**src/rtl/mem_access_controller.sv**
```systemverilog
// MEM-stage memory access controller: IDLE/WAIT/DONE handshake with pipeline stall.
// Define MEM_TIMEOUT_EN to abort accesses that wait TIMEOUT_CYCLES without an ack.
module mem_access_controller #(
    parameter int DATA_WIDTH     = 32,
    parameter int ADDRESS_WIDTH  = 32,
    parameter int TIMEOUT_CYCLES = 16
) (
    input  logic                     i_CLK,
    input  logic                     i_RST,
    input  logic                     i_MemReadM,
    input  logic                     i_MemWriteM,
    input  logic [ADDRESS_WIDTH-1:0] i_ALUOutM,
    input  logic [DATA_WIDTH-1:0]    i_WriteDataM,
    output logic                     o_StallM,
    output logic [DATA_WIDTH-1:0]    o_ReadDataM,
    output logic                     o_MemErr,
    output logic                     o_MemReq,
    output logic                     o_MemWe,
    output logic [ADDRESS_WIDTH-1:0] o_MemAddr,
    output logic [DATA_WIDTH-1:0]    o_MemWData,
    input  logic                     i_MemAck,
    input  logic [DATA_WIDTH-1:0]    i_MemRData
);

    typedef enum logic [1:0] {
        ST_IDLE,
        ST_WAIT,
        ST_DONE
    } state_t;

    state_t state;
    logic   access;
    logic   rd_wr_both;

    if (TIMEOUT_CYCLES < 1) begin : g_bad_timeout
        $error("mem_access_controller: TIMEOUT_CYCLES must be at least 1");
    end

    assign access = i_MemReadM | i_MemWriteM;

    // DONE drops the stall so the pipeline advances past the finished instruction.
    always_comb begin
        o_StallM = 1'b0;
        if (!i_RST) begin
            case (state)
                ST_IDLE: o_StallM = access;
                ST_WAIT: o_StallM = 1'b1;
                default: o_StallM = 1'b0;
            endcase
        end
    end

`ifdef MEM_TIMEOUT_EN
    localparam int CNT_W = $clog2(TIMEOUT_CYCLES) + 1;

    logic [CNT_W-1:0] wait_cnt;

    always_ff @(posedge i_CLK or posedge i_RST) begin
        if (i_RST) begin
            state       <= ST_IDLE;
            wait_cnt    <= '0;
            o_MemReq    <= 1'b0;
            o_MemWe     <= 1'b0;
            o_MemAddr   <= '0;
            o_MemWData  <= '0;
            o_ReadDataM <= '0;
            o_MemErr    <= 1'b0;
            rd_wr_both  <= 1'b0;
        end else begin
            o_MemErr <= 1'b0;
            case (state)
                ST_IDLE: begin
                    if (access) begin
                        o_MemAddr  <= i_ALUOutM;
                        o_MemWData <= i_WriteDataM;
                        o_MemWe    <= i_MemWriteM;
                        rd_wr_both <= i_MemReadM & i_MemWriteM;
                        o_MemReq   <= 1'b1;
                        wait_cnt   <= '0;
                        state      <= ST_WAIT;
                    end
                end
                ST_WAIT: begin
                    // Ack takes priority over a timeout landing on the same cycle.
                    if (i_MemAck) begin
                        if (!o_MemWe) begin
                            o_ReadDataM <= i_MemRData;
                        end else if (rd_wr_both) begin
                            o_ReadDataM <= '0;
                        end
                        wait_cnt <= '0;
                        o_MemReq <= 1'b0;
                        state    <= ST_DONE;
                    end else if (wait_cnt == CNT_W'(TIMEOUT_CYCLES - 1)) begin
                        o_ReadDataM <= '0;
                        o_MemErr    <= 1'b1;
                        wait_cnt    <= '0;
                        o_MemReq    <= 1'b0;
                        state       <= ST_DONE;
                    end else begin
                        wait_cnt <= wait_cnt + CNT_W'(1);
                    end
                end
                ST_DONE: begin
                    state <= ST_IDLE;
                end
                default: begin
                    o_MemReq <= 1'b0;
                    state    <= ST_IDLE;
                end
            endcase
        end
    end
`else
    assign o_MemErr = 1'b0;

    always_ff @(posedge i_CLK or posedge i_RST) begin
        if (i_RST) begin
            state       <= ST_IDLE;
            o_MemReq    <= 1'b0;
            o_MemWe     <= 1'b0;
            o_MemAddr   <= '0;
            o_MemWData  <= '0;
            o_ReadDataM <= '0;
            rd_wr_both  <= 1'b0;
        end else begin
            case (state)
                ST_IDLE: begin
                    if (access) begin
                        o_MemAddr  <= i_ALUOutM;
                        o_MemWData <= i_WriteDataM;
                        o_MemWe    <= i_MemWriteM;
                        rd_wr_both <= i_MemReadM & i_MemWriteM;
                        o_MemReq   <= 1'b1;
                        state      <= ST_WAIT;
                    end
                end
                ST_WAIT: begin
                    if (i_MemAck) begin
                        if (!o_MemWe) begin
                            o_ReadDataM <= i_MemRData;
                        end else if (rd_wr_both) begin
                            o_ReadDataM <= '0;
                        end
                        o_MemReq <= 1'b0;
                        state    <= ST_DONE;
                    end
                end
                ST_DONE: begin
                    state <= ST_IDLE;
                end
                default: begin
                    o_MemReq <= 1'b0;
                    state    <= ST_IDLE;
                end
            endcase
        end
    end
`endif

endmodule

```
**config.mk**
```make
export PLATFORM = sky130hd
export DESIGN_NAME = mem_access_controller
export DESIGN_NICKNAME = d
export VERILOG_FILES = /design/src/rtl/mem_access_controller.sv
export SDC_FILE = /design/constraint.sdc
export NUM_CORES = 1
export LEC_CHECK = 0
export ABC_CLOCK_PERIOD_IN_PS = 8400
export CAP_MARGIN = 20
export CORE_UTILIZATION = 40
export CTS_BUF_LIST = sky130_fd_sc_hd__clkbuf_4 sky130_fd_sc_hd__clkbuf_8
export CTS_CLUSTER_SIZE = 20
export DETAILED_ROUTE_END_ITERATION = 6
export DONT_BUFFER_PORTS = 1
export REMOVE_ABC_BUFFERS = 1
export SYNTH_ARGS = -nofsm -noshare
export SYNTH_HDL_FRONTEND = slang
export SYNTH_SLANG_ARGS = --single-unit
export TNS_END_PERCENT = 1
```
**constraint.sdc**
```tcl
create_clock -name i_CLK -period 8.4 [get_ports i_CLK]
set_input_delay 0.84 -clock i_CLK [delete_from_list [all_inputs] [get_ports i_CLK]]
set_output_delay 0.84 -clock i_CLK [all_outputs]
set_load 0.01 [all_outputs]
```
==> flow_metrics.env, run 1 <==
export IMPL_reg2reg_depth=4
export IMPL_crit_arrival_ns=2.54
export IMPL_clkPwrFrac_pct=16.6
export IMPL_fin_crit_sh_pct=27.42
export IMPL_drc=0
export IMPL_final_common_cell="dfrtp_1"
export IMPL_critPathRequiredTime_ns=8.63
export IMPL_place_gp_congestion=0.7264
export IMPL_p_per_area_nw_per_um2=431.3
export IMPL_r2r_end="o_MemWData[26]"
export IMPL_synth_area_per_cell_um2=17.39
export IMPL_grt_pass1_vias=1840
export IMPL_portBuffers=0
export IMPL_synth_cell_types=21
export IMPL_path_delay_family="buffers and inverters"
export IMPL_core_area_um2=9774
export IMPL_hold_buffers=0
export IMPL_rsz0062_at_grt="no"
export IMPL_drive_above_1_share_pct=35.59
export IMPL_critPathMaxStageDelay_ns=0.60
export IMPL_synth_seq_cells=101
export IMPL_p_comb_share_pct=28.7
export IMPL_min_path_type="in2async"
export IMPL_peakVddDrop_uv=159.4
export IMPL_seq_area_frac_synth_pct=62.64
export IMPL_sw_frac_of_total_pct=34.05
export IMPL_start_kind="flop"
export IMPL_row_count=36
export IMPL_fmax_ghz=0.4341
export IMPL_yosys_warnings=0
export IMPL_r2r_start="state[1]"
export IMPL_crit_chain="nor2_2, o21a_4, buf_4, mux2_4"
export IMPL_start_util_pct=41.28
export IMPL_area_growth_pct=5.923
export IMPL_drv_cap=0
export IMPL_grt_max_degree=69
export IMPL_worst_pin_slew_ns=0.8343
export IMPL_nNetsFinal=332
export IMPL_wl_um=7280
export IMPL_worstSetupEndpointType="flop"
export IMPL_power_frac_seq_pct=54.6
export IMPL_overflow=0
export IMPL_drtIter0Drc=30
export IMPL_die_area_um2=10490
export IMPL_synth_area_top_cells="dfrtp_1 63%, mux2_4 22%, a22o_1 7.2%, buf_8 2.2%, buf_6 1.4%"
export IMPL_cts_root_buf="clkbuf_8"
export IMPL_cts_made_buffers=9
export IMPL_rrSetupSlack_ns=6.10
export IMPL_postSynthCellCount=232
export IMPL_mostFrequentLayoutCells="101 x dfrtp_1, 60 x mux2_4, 33 x a22o_1"
export IMPL_fp_dieH_um=102.4
export IMPL_pin_count=201
export IMPL_period_needed_ns=2.304
export IMPL_synth_top_area_share_pct=62.64
export IMPL_total_power_mw=1.844
export IMPL_synth_area_um2=4035
export IMPL_grt_usage_pct=13.54
export IMPL_drv_slew=0
export IMPL_cts_buffer_depth=2
export IMPL_drt_pass1_iter_count=4
export IMPL_max_slew_margin_pct=44.38
export IMPL_hold_viol=0
export IMPL_path_class="reg2reg"
export IMPL_fp_dieW_um=102.4
export IMPL_p_int_mw=1.216
export IMPL_path_clk_slew_ns=0.09
export IMPL_viasPerCell=5.184
export IMPL_antenna_found_initial=0
export IMPL_fin_tns_setup_ns=0
export IMPL_switchingPower_mw=0.6278
export IMPL_cts_resized=0
export IMPL_post_cts_buffers=0
export IMPL_path_depth=4
export IMPL_yosys_area_top_type="dfrtp_1"
export IMPL_worst_path_buf_inv=1
export IMPL_cts_tree="done"
export IMPL_finClkSkew_ns=0.01276
export IMPL_power_leakage_nw=1.979
export IMPL_run_status="finished clean"
export IMPL_path_max_fanout=33
export IMPL_diodes=0
export IMPL_setup_viol_count_final=0
export IMPL_grt_pass1_wl_um=10200
export IMPL_num_vias=1913
export IMPL_htreeDepth=3
export IMPL_postRouteAntennaNets=0
export IMPL_clock_sinks=101
export IMPL_clk_latency_ns=0.35
export IMPL_slowest_stage="buf_4"
export IMPL_post_drt_wl_per_cell_um=19.73
## layer usage
| layer | vias up | part of all wire, % | global-route usage (%) | routed length (um) |
|---|---|---|---|---|
| met5 | - | 0 | 0 | 0 |
| met1 | 930 | 40 | 15.75 | 2882 |
| met4 | 0 | 1.7 | 6.264 | 124 |
| li1 | 822 | - | - | - |
| met2 | 153 | 45 | 19.64 | 3261 |
| met3 | 8 | 14 | 8.413 | 1011 |
## layout make-up
class	count	area, um^2
clock buffer	11	138.9
clock inverter	5	58.81
timing repair buffer	3	30.03
sequential	101	2527
multi-input combinational	114	1343
tap	133	166.4
inverter	2	10.01
fill	889	5500
## synth_stat cells
library cell,count
o21a_1,1
buf_2,3
a22o_1,33
o21ai_0,2
dfrtp_1,101
conb_1,1
and2_4,1
and3b_1,1
nand2_1,3
buf_4,1
a21o_1,1
mux2_1,4
nor3_1,2
o21ai_1,2
nor2_2,1
inv_1,2
mux2_4,60
buf_6,5
nand2b_1,1
and2_1,1
buf_8,6
## flip-flops by register name, summed over array words and instances (netlist names)
register and cells:
o_MemWData 32, rd_wr_both 1, o_MemReq 1, o_ReadDataM 32, o_MemAddr 32, state 2, o_MemWe 1
## metrics by stage
stage,hold WS (ns),util (%),std cells,setup slack (ns),area (um^2)
after floorplan,0.4751,-,217,4.782,3866
after global placement,0.5298,41.55,352,5.923,4061
after detailed placement,0.5249,41.55,352,5.897,4061
after CTS,0.3291,43.57,368,6.082,4259
after global routing,0.3290,43.73,369,5.958,4274
final,0.3314,43.73,369,6.096,4274
## kinds of logic (layout without fill, tap and decap cells)
kind of cell	after synthesis	after routing	synth area share [%]
flip-flops	101	101	62.64
AO/OA/AOI/OAI	39	39	8.031
other	1	1	0.09293
AND/OR/NAND/NOR	10	10	1.427
multiplexers	64	64	23.44
buffers and inverters	17	21	4.372
## worst max-delay path by stage
stage / to / from / slack [ns]
detailed placement: o_MemAddr[13] / i_MemWriteM / 5.90
finish: o_MemWData[26] / state[1] / 6.10
global route: o_MemWData[20] / state[1] / 5.96
CTS: o_MemWData[20] / state[1] / 6.08
global placement: o_MemAddr[18] / i_MemWriteM / 5.92
floorplan: o_MemWData[21] / i_MemWriteM / 4.78
## power by group through the flow
stage	Combinational (mW)	Clock [mW]	Sequential, mW
after floorplan	0.510	0	0.957
after global placement	0.513	0	1.02
after detailed placement	0.536	0	1.01
after CTS	0.532	0.317	1.01
after global routing	0.574	0.338	1.04
final	0.530	0.306	1.01
Note: power is estimated with default switching activity, not from simulation.
==> inputs of run 2 (changes only) <==
--- a/config.mk
+++ b/config.mk
@@ -5,7 +5,7 @@
 export SDC_FILE = /design/constraint.sdc
 export NUM_CORES = 1
 export LEC_CHECK = 0
-export ABC_CLOCK_PERIOD_IN_PS = 8400
+export ABC_CLOCK_PERIOD_IN_PS = 2100
 export CAP_MARGIN = 20
 export CORE_UTILIZATION = 40
 export CTS_BUF_LIST = sky130_fd_sc_hd__clkbuf_4 sky130_fd_sc_hd__clkbuf_8
==> constraint.sdc (replaced) <==
create_clock -name i_CLK -period 2.1 [get_ports i_CLK]
set_input_delay 0.21 -clock i_CLK [delete_from_list [all_inputs] [get_ports i_CLK]]
set_output_delay 0.21 -clock i_CLK [all_outputs]
set_load 0.01 [all_outputs]
==> flow_metrics.env, run 2 (same netlist as run 1, synthesis figures left out) <==
export IMPL_rsz0062_at_grt="no"
export IMPL_start_util_pct=41.28
export IMPL_crit_arrival_ns=1.98
export IMPL_setup_worst_path_start="state[1]"
export IMPL_diodes=0
export IMPL_critPathMaxStageDelay_ns=0.43
export IMPL_min_path_type="in2reg"
export IMPL_path_max_fanout=64
export IMPL_p_per_area_nw_per_um2=1463
export IMPL_area_growth_pct=31.66
export IMPL_row_count=36
export IMPL_crit_chain="nor2_2, o21a_4, buf_12, mux2_1"
export IMPL_slowest_stage="dfrtp_1"
export IMPL_start_kind="flop"
export IMPL_drtIter0Drc=62
export IMPL_worst_pin_slew_ns=0.5127
export IMPL_fin_crit_sh_pct=82.58
export IMPL_worst_path_buf_inv=1
export IMPL_pin_count=201
export IMPL_path_clk_slew_ns=0.10
export IMPL_rrSetupSlack_ns=0.37
export IMPL_drt_pass1_iter_count=4
export IMPL_viasPerCell=4.897
export IMPL_max_slew_margin_pct=65.82
export IMPL_fp_dieW_um=102.4
export IMPL_setup_viol_count_final=0
export IMPL_htreeDepth=3
export IMPL_cts_made_buffers=9
export IMPL_overflow=0
export IMPL_path_depth=4
export IMPL_path_delay_family="flip-flops"
export IMPL_hpwl_um=5099
export IMPL_finClkSkew_ns=0.01750
export IMPL_path_class="reg2reg"
export IMPL_final_common_cell="dfrtp_1"
export IMPL_grt_max_degree=65
export IMPL_hold_viol=0
export IMPL_post_cts_buffers=0
export IMPL_power_leakage_nw=2.419
export IMPL_nNetsFinal=432
export IMPL_period_needed_ns=1.734
export IMPL_fmax_ghz=0.5766
export IMPL_postRouteAntennaNets=0
export IMPL_portBuffers=0
export IMPL_grt_pass1_wl_um=13350
export IMPL_core_area_um2=9774
export IMPL_r2r_end="o_MemWData[23]"
export IMPL_num_vias=2292
export IMPL_clock_sinks=101
export IMPL_crit_path_end="o_MemWData[23]"
export IMPL_mostFrequentLayoutCells="101 x dfrtp_1, 99 x dlygate4sd3_1, 60 x mux2_4"
export IMPL_dp_slack_ns=0.4396
export IMPL_reg2reg_depth=4
export IMPL_fin_ws_ns=0.3658
export IMPL_clk_latency_ns=0.36
export IMPL_cts_root_buf="clkbuf_8"
export IMPL_fin_hold_ws_ns=0.02636
export IMPL_die_area_um2=10490
export IMPL_worstSetupEndpointType="flop"
export IMPL_hold_buffers=99
export IMPL_cts_tree="done"
export IMPL_grt_pass1_vias=2510
export IMPL_peakVddDrop_uv=599.2
export IMPL_place_gp_congestion=0.7239
export IMPL_wl_um=8861
export IMPL_top_regs="o_MemAddr (32), o_MemWData (32), o_ReadDataM (32)"
export IMPL_fp_dieH_um=102.4
export IMPL_r2r_start="state[1]"
export IMPL_nFillCells=771
export IMPL_drive_above_1_share_pct=25.07
export IMPL_grt_usage_pct=17.40
export IMPL_cts_buffer_depth=2
export IMPL_cts_resized=0
export IMPL_drc=0
export IMPL_antenna_found_initial=0
export IMPL_drv_cap=0
export IMPL_run_status="finished clean"
export IMPL_post_drt_wl_per_cell_um=18.93
export IMPL_critPathRequiredTime_ns=2.35
export IMPL_drv_slew=0
-- run 2: changes by cell type in the layout (fill, tap and decap cells not counted) --
cell | previous run | this run
buf_12 | 0 | 2
clkbuf_8 | 9 | 10
clkinv_4 | 0 | 1
buf_8 | 1 | 0
clkinvlp_4 | 2 | 0
clkbuf_4 | 2 | 0
bufinv_16 | 1 | 2
dlygate4sd3_1 | 0 | 99
-- run 2: worst min-delay path by stage --
stage,startpoint,endpoint,slack (ns),cells past startpoint
global route,i_MemWriteM,o_MemReq,0.01,2
CTS,i_MemWriteM,o_MemReq,0.004,2
finish,i_MemWriteM,o_MemReq,0.03,2
detailed placement,i_RST,o_MemAddr[8],0.07,1
floorplan,i_MemAck,state[0],0.32,1
global placement,i_RST,o_MemAddr[8],0.07,1
-- run 2: area by class of cell --
| type | instances | area, um^2 | area share [%] |
|---|---|---|---|
| clock buffers | 10 | 137.6 | 2.591 |
| clock inverters | 5 | 82.58 | 1.554 |
| inverters | 2 | 10.01 | 0.1884 |
| multi-input cells | 114 | 1343 | 25.27 |
| flip-flops and latches | 101 | 2527 | 47.57 |
| well taps | 133 | 166.4 | 3.132 |
| repair buffers | 103 | 1046 | 19.69 |
-- run 2: metal layers --
metal	wire length, um	share of wire, %	global-route usage (%)
met3	1010	11	7.524
met1	3511	40	20.28
met4	120	1.4	6.593
met5	0	0	0
met2	4219	48	28.36
-- run 2: power by group --
group | internal [mW] | switching, mW
clock | 0.702 | 0.653
combinational | 1.54 | 0.802
sequential | 2.89 | 1.19
total | 5.12 | 2.65
-- run 2: metrics by stage --
step                      setup TNS (ns)  util [%]  area (um^2)  instances  total power, mW
after floorplan                  -154.51         -         3866        217            5.868
after global placement                 0     41.96         4101        354            6.187
after detailed placement               0     41.96         4101        354            6.244
after CTS                              0     54.35         5313        468            7.777
after global routing                   0     54.35         5313        468            8.228
final                                  0     54.35         5313        468            7.772
